$ cat src/rtl/mc_exec_sequencer.sv
`timescale 1ns/1ps
// -----------------------------------------------------------------------------
// mc_exec_sequencer
//
// Purpose:
//   Sequencer for multi-cycle execute-stage operations. It decodes the E-stage
//   ALU control code into single-cycle, multiply, long-multiply and divide
//   classes. It holds the instruction in E for the operation's occupancy and
//   drives stall/bubble controls to the hazard logic. Long multiplies get two
//   writebacks: the lo half first (LO), then the hi half (HI).
//
// Ports:
//   clk          in   rising-edge clock
//   reset        in   synchronous, active-low
//   ValidE       in   a non-bubble instruction occupies E this cycle
//   CondExE      in   condition passed (0 => treated as single-cycle)
//   ALUControlE  in   operation code of the E instruction
//   DivZeroE     in   divisor is zero (looked at only in the start cycle)
//   AbortE       in   kill the E instruction (flush logic)
//   StallF/D/E   out  hold the F/D/E pipeline registers
//   FlushM       out  insert a bubble into M
//   LoWriteE     out  E->M transfer is the lo half of a long multiply
//   HiPhaseE     out  E->M transfer is the hi half (RdHi destination)
//   BusyE        out  a multi-cycle op occupies E (includes its start cycle)
//   DoneE        out  pulse in the final E cycle of a multi-cycle op
//   DebugStateE  out  current FSM state (IDLE=0, RUN=1, LO=2, HI=3)
//   DebugCntE    out  current RUN down-counter value
//
// Qualification: ValidE marks an instruction that is really present in E. It
// is only looked at in IDLE. Once an op has started, E is frozen by our own
// stall, so ValidE/ALUControlE/CondExE hold the same instruction and are ignored.
// The hazard logic must accept every stall in the cycle it is raised; there is
// no back-pressure path into this block. AbortE wins over everything.
// -----------------------------------------------------------------------------
module mc_exec_sequencer #(
  parameter int ALUCONTROL_WIDTH = 5,
  parameter int MUL_CYCLES       = 2,
  parameter int DIV_CYCLES       = 32,
  parameter int CNT_WIDTH        = 6
) (
  input  logic                        clk,
  input  logic                        reset,
  input  logic                        ValidE,
  input  logic                        CondExE,
  input  logic [ALUCONTROL_WIDTH-1:0] ALUControlE,
  input  logic                        DivZeroE,
  input  logic                        AbortE,
  output logic                        StallF,
  output logic                        StallD,
  output logic                        StallE,
  output logic                        FlushM,
  output logic                        LoWriteE,
  output logic                        HiPhaseE,
  output logic                        BusyE,
  output logic                        DoneE,
  output logic [1:0]                  DebugStateE,
  output logic [CNT_WIDTH-1:0]        DebugCntE
);

  typedef enum logic [1:0] {
    IDLE = 2'd0,
    RUN  = 2'd1,
    LO   = 2'd2,
    HI   = 2'd3
  } state_t;

  typedef enum logic [1:0] {
    CLS_SINGLE = 2'd0,
    CLS_MULT   = 2'd1,
    CLS_LONG   = 2'd2,
    CLS_DIV    = 2'd3
  } op_class_t;

  // Operation codes of the multi-cycle instructions.
  localparam logic [ALUCONTROL_WIDTH-1:0] OP_MUL   = ALUCONTROL_WIDTH'(7);
  localparam logic [ALUCONTROL_WIDTH-1:0] OP_MLA   = ALUCONTROL_WIDTH'(8);
  localparam logic [ALUCONTROL_WIDTH-1:0] OP_MLS   = ALUCONTROL_WIDTH'(9);
  localparam logic [ALUCONTROL_WIDTH-1:0] OP_UMULL = ALUCONTROL_WIDTH'(10);
  localparam logic [ALUCONTROL_WIDTH-1:0] OP_UMLAL = ALUCONTROL_WIDTH'(11);
  localparam logic [ALUCONTROL_WIDTH-1:0] OP_SMULL = ALUCONTROL_WIDTH'(12);
  localparam logic [ALUCONTROL_WIDTH-1:0] OP_SMLAL = ALUCONTROL_WIDTH'(13);
  localparam logic [ALUCONTROL_WIDTH-1:0] OP_UDIV  = ALUCONTROL_WIDTH'(14);
  localparam logic [ALUCONTROL_WIDTH-1:0] OP_SDIV  = ALUCONTROL_WIDTH'(15);

  // A long multiply holds E for MUL_CYCLES+1 cycles in total, and the last two
  // of them are LO and HI. That leaves MUL_CYCLES-1 stalled compute cycles,
  // counting the start cycle. The start cycle always exists, so there is a
  // floor of one compute cycle.
  localparam int LONG_COMPUTE = (MUL_CYCLES > 1) ? MUL_CYCLES - 1 : 1;

  // The counter values loaded on entry to RUN. The start cycle is one of the N
  // cycles and the counter reaches 0 in the last RUN cycle, so the load is N-2.
  localparam logic [CNT_WIDTH-1:0] MUL_LOAD  =
    CNT_WIDTH'((MUL_CYCLES > 1) ? MUL_CYCLES - 2 : 0);
  localparam logic [CNT_WIDTH-1:0] DIV_LOAD  =
    CNT_WIDTH'((DIV_CYCLES > 1) ? DIV_CYCLES - 2 : 0);
  localparam logic [CNT_WIDTH-1:0] LONG_LOAD =
    CNT_WIDTH'((LONG_COMPUTE > 1) ? LONG_COMPUTE - 2 : 0);

  state_t                 state;
  state_t                 stateNext;
  logic [CNT_WIDTH-1:0]   cnt;
  logic [CNT_WIDTH-1:0]   cntNext;
  logic                   longQ;      // the running op is a long multiply
  logic                   longNext;
  op_class_t              opClass;
  logic                   startE;
  logic                   holdE;      // common stall for F, D and E

  // ---------------------------------------------------------------------------
  // Class decode
  // ---------------------------------------------------------------------------
  always_comb begin
    opClass = CLS_SINGLE;
    case (ALUControlE)
      OP_MUL, OP_MLA, OP_MLS:               opClass = CLS_MULT;
      OP_UMULL, OP_UMLAL, OP_SMULL, OP_SMLAL: opClass = CLS_LONG;
      OP_UDIV, OP_SDIV:                     opClass = CLS_DIV;
      default:                              opClass = CLS_SINGLE;
    endcase
  end

  // A failed condition executes as a no-op, so it never needs extra cycles.
  assign startE = ValidE & CondExE & ~AbortE & (state == IDLE)
                & (opClass != CLS_SINGLE);

  // ---------------------------------------------------------------------------
  // State register
  // ---------------------------------------------------------------------------
  always_ff @(posedge clk) begin
    if (!reset) begin
      state <= IDLE;
      cnt   <= '0;
      longQ <= 1'b0;
    end else begin
      state <= stateNext;
      cnt   <= cntNext;
      longQ <= longNext;
    end
  end

  // ---------------------------------------------------------------------------
  // Next state and outputs
  // ---------------------------------------------------------------------------
  always_comb begin
    stateNext = state;
    cntNext   = cnt;
    longNext  = longQ;
    holdE     = 1'b0;
    FlushM    = 1'b0;
    LoWriteE  = 1'b0;
    HiPhaseE  = 1'b0;
    BusyE     = 1'b0;
    DoneE     = 1'b0;

    case (state)
      IDLE: begin
        if (startE) begin
          BusyE = 1'b1;
          case (opClass)
            CLS_MULT: begin
              if (MUL_CYCLES == 1) begin
                // A one-cycle op finishes in place; no stall and no state change.
                DoneE = 1'b1;
              end else begin
                holdE     = 1'b1;
                FlushM    = 1'b1;
                stateNext = RUN;
                cntNext   = MUL_LOAD;
                longNext  = 1'b0;
              end
            end
            CLS_DIV: begin
              // A zero divisor has a known result of 0, so the op takes one cycle.
              if (DivZeroE || (DIV_CYCLES == 1)) begin
                DoneE = 1'b1;
              end else begin
                holdE     = 1'b1;
                FlushM    = 1'b1;
                stateNext = RUN;
                cntNext   = DIV_LOAD;
                longNext  = 1'b0;
              end
            end
            CLS_LONG: begin
              holdE    = 1'b1;
              FlushM   = 1'b1;
              longNext = 1'b1;
              if (LONG_COMPUTE == 1) begin
                stateNext = LO;
                cntNext   = '0;
              end else begin
                stateNext = RUN;
                cntNext   = LONG_LOAD;
              end
            end
            default: ;
          endcase
        end
      end

      RUN: begin
        BusyE = 1'b1;
        if (cnt == '0) begin
          if (longQ) begin
            // The compute phase of a long multiply ends stalled, and the
            // writebacks follow in LO and HI.
            holdE     = 1'b1;
            FlushM    = 1'b1;
            stateNext = LO;
          end else begin
            // Release cycle: the result leaves E and the younger stages move.
            DoneE     = 1'b1;
            stateNext = IDLE;
          end
        end else begin
          holdE   = 1'b1;
          FlushM  = 1'b1;
          cntNext = cnt - CNT_WIDTH'(1);
        end
      end

      LO: begin
        // The lo half goes to M while E holds the instruction for the hi half.
        BusyE     = 1'b1;
        holdE     = 1'b1;
        LoWriteE  = 1'b1;
        stateNext = HI;
      end

      HI: begin
        BusyE     = 1'b1;
        HiPhaseE  = 1'b1;
        DoneE     = 1'b1;
        stateNext = IDLE;
        longNext  = 1'b0;
      end

      default: begin
        stateNext = IDLE;
        cntNext   = '0;
        longNext  = 1'b0;
      end
    endcase

    // Abort kills the E instruction outright. If a lo half has already gone to
    // M it stays committed; the hi half is dropped. BusyE still reports that an
    // op occupied E during this cycle.
    if (AbortE) begin
      holdE     = 1'b0;
      LoWriteE  = 1'b0;
      HiPhaseE  = 1'b0;
      DoneE     = 1'b0;
      FlushM    = 1'b1;
      BusyE     = (state != IDLE);
      stateNext = IDLE;
      cntNext   = '0;
      longNext  = 1'b0;
    end
  end

  assign StallF      = holdE;
  assign StallD      = holdE;
  assign StallE      = holdE;
  assign DebugStateE = state;
  assign DebugCntE   = cnt;

endmodule
$ cat config.mk
export PLATFORM = sky130hd
export DESIGN_NAME = mc_exec_sequencer
export DESIGN_NICKNAME = d
export VERILOG_FILES = /design/src/rtl/mc_exec_sequencer.sv
export SDC_FILE = /design/constraint.sdc
export NUM_CORES = 1
export LEC_CHECK = 0
export ABC_AREA = 1
export CAP_MARGIN = 20
export CORE_MARGIN = 2
export CORE_UTILIZATION = 50
export DETAILED_ROUTE_END_ITERATION = 10
export DONT_BUFFER_PORTS = 1
export MAX_ROUTING_LAYER = met4
export PLACE_DENSITY = 0.67
export SLEW_MARGIN = 10
export SYNTH_ARGS = -nofsm -noshare
export SYNTH_HDL_FRONTEND = slang
export SYNTH_SLANG_ARGS = --single-unit
$ cat constraint.sdc
create_clock -name clk -period 2.1 [get_ports clk]
set_clock_uncertainty 0.05 [all_clocks]
set_input_delay 0.315 -clock clk [delete_from_list [all_inputs] [get_ports clk]]
set_output_delay 0.315 -clock clk [all_outputs]
set_load 0.02 [all_outputs]
==> results.toml <==
[timing]
fin_crit_ps = 2049
slew-limit-headroom_pct = 53.79
fin_crit_sh_pct = 97.59
setup_violations = 0
tightest_slew_ps = 690.7
hold_viol = 0
fmax_ghz = 0.4879
finalMaxSlewViolations = 0
worst_slack_ps = 50.57

[global_routing]
gr-usage-met2_pct = 30.41
gr-usage-met3_pct = 8.462
antenna_found_initial = 0
grt_overflow = 0
grt_pass1_wl_um = 3118
top_usage_layer = "met2"
grt_pass1_vias = 787
grtUsageTotal_pct = 20.74
grt_util_met1_pct = 26.04
grt_max_degree = 11

[floorplan]
start_util_pct = 53.55
die_w_um = 47.01
rows = 15
coreArea_sq_um = 1727
die_h_um = 47.01
num_io_pins = 27
die_area_sq_um = 2209

[setup_path]
end_kind = "output port"
cp_slowest_stage_delay_ps = 340
worstReg2RegEnd = "DebugCntE[3]"
ff2ff_path_depth = 9
crit_type = "input port to output port"
r2r_start = "DebugStateE[1]"
crit_top_cell = "nand2_2"
slowest_stage = "ha_2"
start_kind = "input port"
crit_fanout = 3
path_buf_inv = 4
required_ps = 1740
path_cells = "inv_2 -> ha_2 -> inv_2 -> nand2_2 -> nand2_2 -> ha_2 -> a21oi_1 -> inv_1 -> nand2_2 -> a31oi_4 -> buf_12"
cp.arrival_ps = 1680
rrSetupSlack_ps = 520
crit_family = "adder cells"

[hold_path]
hold_path_end = "DebugCntE[1]"
hp-class = "input port to register"
whs_path_depth = 3
min_from = "AbortE"

[synthesis]
syn_area_sq_um = 924.6
syn_nets = 177
synthTopCellsByArea = "dfxtp_1, nand2_1, ha_1"
ys_ff_latch = 9
synth_top_area_share_pct = 19.49
synth_cell_types = 22
yosysSeqAreaShare_pct = 19.49
synth_top_cell_by_area = "dfxtp_1"
postSynthCellCount = 156
yosysWarnings = 0
synth_area_per_cell_sq_um = 5.927

[cells_and_area]
fin_cells = 193
area_delta_synth_final_pct = 23.68
insertedDiodeCount = 0
fill_cells = 164
finalInstanceArea_sq_um = 1144
layout.nets = 190
seqCellArea_sq_um = 181.4
multi_input_area_sq_um = 695.7
drive_gt1_share_pct = 25.60
final_core_util_pct = 66.23
final_cell_mix = "nand2_1, nor2_1, inv_1"

[power_and_ir_drop]
fin_total_pwr_mw = 0.4086
switching_power_mw = 0.1303
clock_power_share_pct = 33.6
comb_power_share_pct = 23.9
power_density_nw_per_um2 = 357.3
pwr-share-seq_pct = 42.5
ir_drop_mv = 0.3858
swShare_pct = 31.88
internal-power_mw = 0.2783
p_leak_nw = 0.5513

[clocking]
cts.htree.levels = 1
clk_pin_slew_ps = 70
cts_buffers = 3
clock_latency_ps = 270
clkSinkCount = 9
cts_hold_buffers = 0
cts_root_buf = "clkbuf_4"
clockBufferDepth = 2
cts_tree = "done"

[route]
drt_pass1_iterations = 4
avgRoutedWirePerCell_um = 10.67
remaining_drc_errors = 0
via_per_inst = 4.953
drt_iter0_drc = 27
num_vias = 956
wirelength_um = 2059
drtAntennaViolNets = 0

[placed_design]
pre_cts_ws_ps = 17.97
numPortBuffers = 0
post-place-cells = 187
placed_area_sq_um = 1039
hpwl_um = 1537
gp_congestion = 0.8421

[run_status]
outcome = "complete, no violations"

[flow_run]
maxCapViolations = 0
-- cell usage after synthesis, drive strengths merged --
library cell	number
nor2	34
nand3	9
nand2	37
dfxtp	9
ha	10
nor3	2
nand4	4
a31oi	1
buf	3
nand3b	1
a21oi	5
o21ai	11
inv	30
-- worst min-delay path, delay by kind of cell --
kind | cells | cell delay (ps)
simple gates | 3 | 290
-- registers in the layout, indices dropped and copies added (netlist names) --
| name | flops |
|---|---|
| DebugStateE | 2 |
| longQ | 1 |
| DebugCntE | 6 |
-- logic make-up (layout without fill, tap and decap cells) --
logic type                 Yosys count  in the layout  share of synthesized area, %
AOI/OAI and AO/OA                   17             17                         10.15
and+or+nand+nor                     87             87                         42.49
adders and majority gates           10             10                         13.53
DFF                                  9              9                         19.49
buffers and inverters               33             45                         14.34
-- worst max-delay path by stage --
stage / startpoint / cells past startpoint / slack (ps) / endpoint
floorplan: ALUControlE[1] / 11 / 8 / StallE
global placement: ALUControlE[1] / 11 / 70 / StallE
detailed placement: ALUControlE[2] / 11 / 20 / StallD
CTS: ALUControlE[1] / 11 / 20 / StallD
global route: ALUControlE[2] / 11 / -20 / StallF
finish: ALUControlE[2] / 11 / 50 / StallD
-- metrics by stage --
step	setup TNS, ps	hold WS [ps]
4_1_cts	0	296.4
6_report	0	313.2
5_1_grt	-56.86	303.7
2_1_floorplan	0	459.9
3_3_place_gp	0	479.2
3_5_place_dp	0	480.2
-- metal layers --
metal / wire length, um / part of all wire, % / vias up
met4: 26 / 1.3 / 0
met1: 936 / 45 / 411
met5: 0 / 0 / -
li1: - / - / 504
met3: 186 / 9.0 / 4
met2: 909 / 44 / 37
-- power by group through the flow --
stage / registers, mW / logic, mW / clock network (mW)
3_5_place_dp: 0.178 / 0.0823 / 0
5_1_grt: 0.174 / 0.109 / 0.153
4_1_cts: 0.174 / 0.0834 / 0.142
2_1_floorplan: 0.178 / 0.0675 / 0
6_report: 0.174 / 0.0975 / 0.137
3_3_place_gp: 0.177 / 0.0809 / 0
-- area by class of cell --
type / count / area share, %
multi-input cells: 114 / 60.83
repair buffers: 11 / 8.315
inverters: 30 / 9.847
clock inverters: 1 / 0.4376
flip-flops and latches: 9 / 15.86
clock buffers: 3 / 1.969
well taps: 25 / 2.735
-- timing repair --
action | 4_1_cts | 5_1_grt
buffers inserted | 0 | 2
endpoints found under the setup margin | 4 | 5
endpoints found under the hold margin | 0 | 0
resized for setup | 4 | 17
pin swaps | 0 | 8
Power figures use the tool's default switching activity.
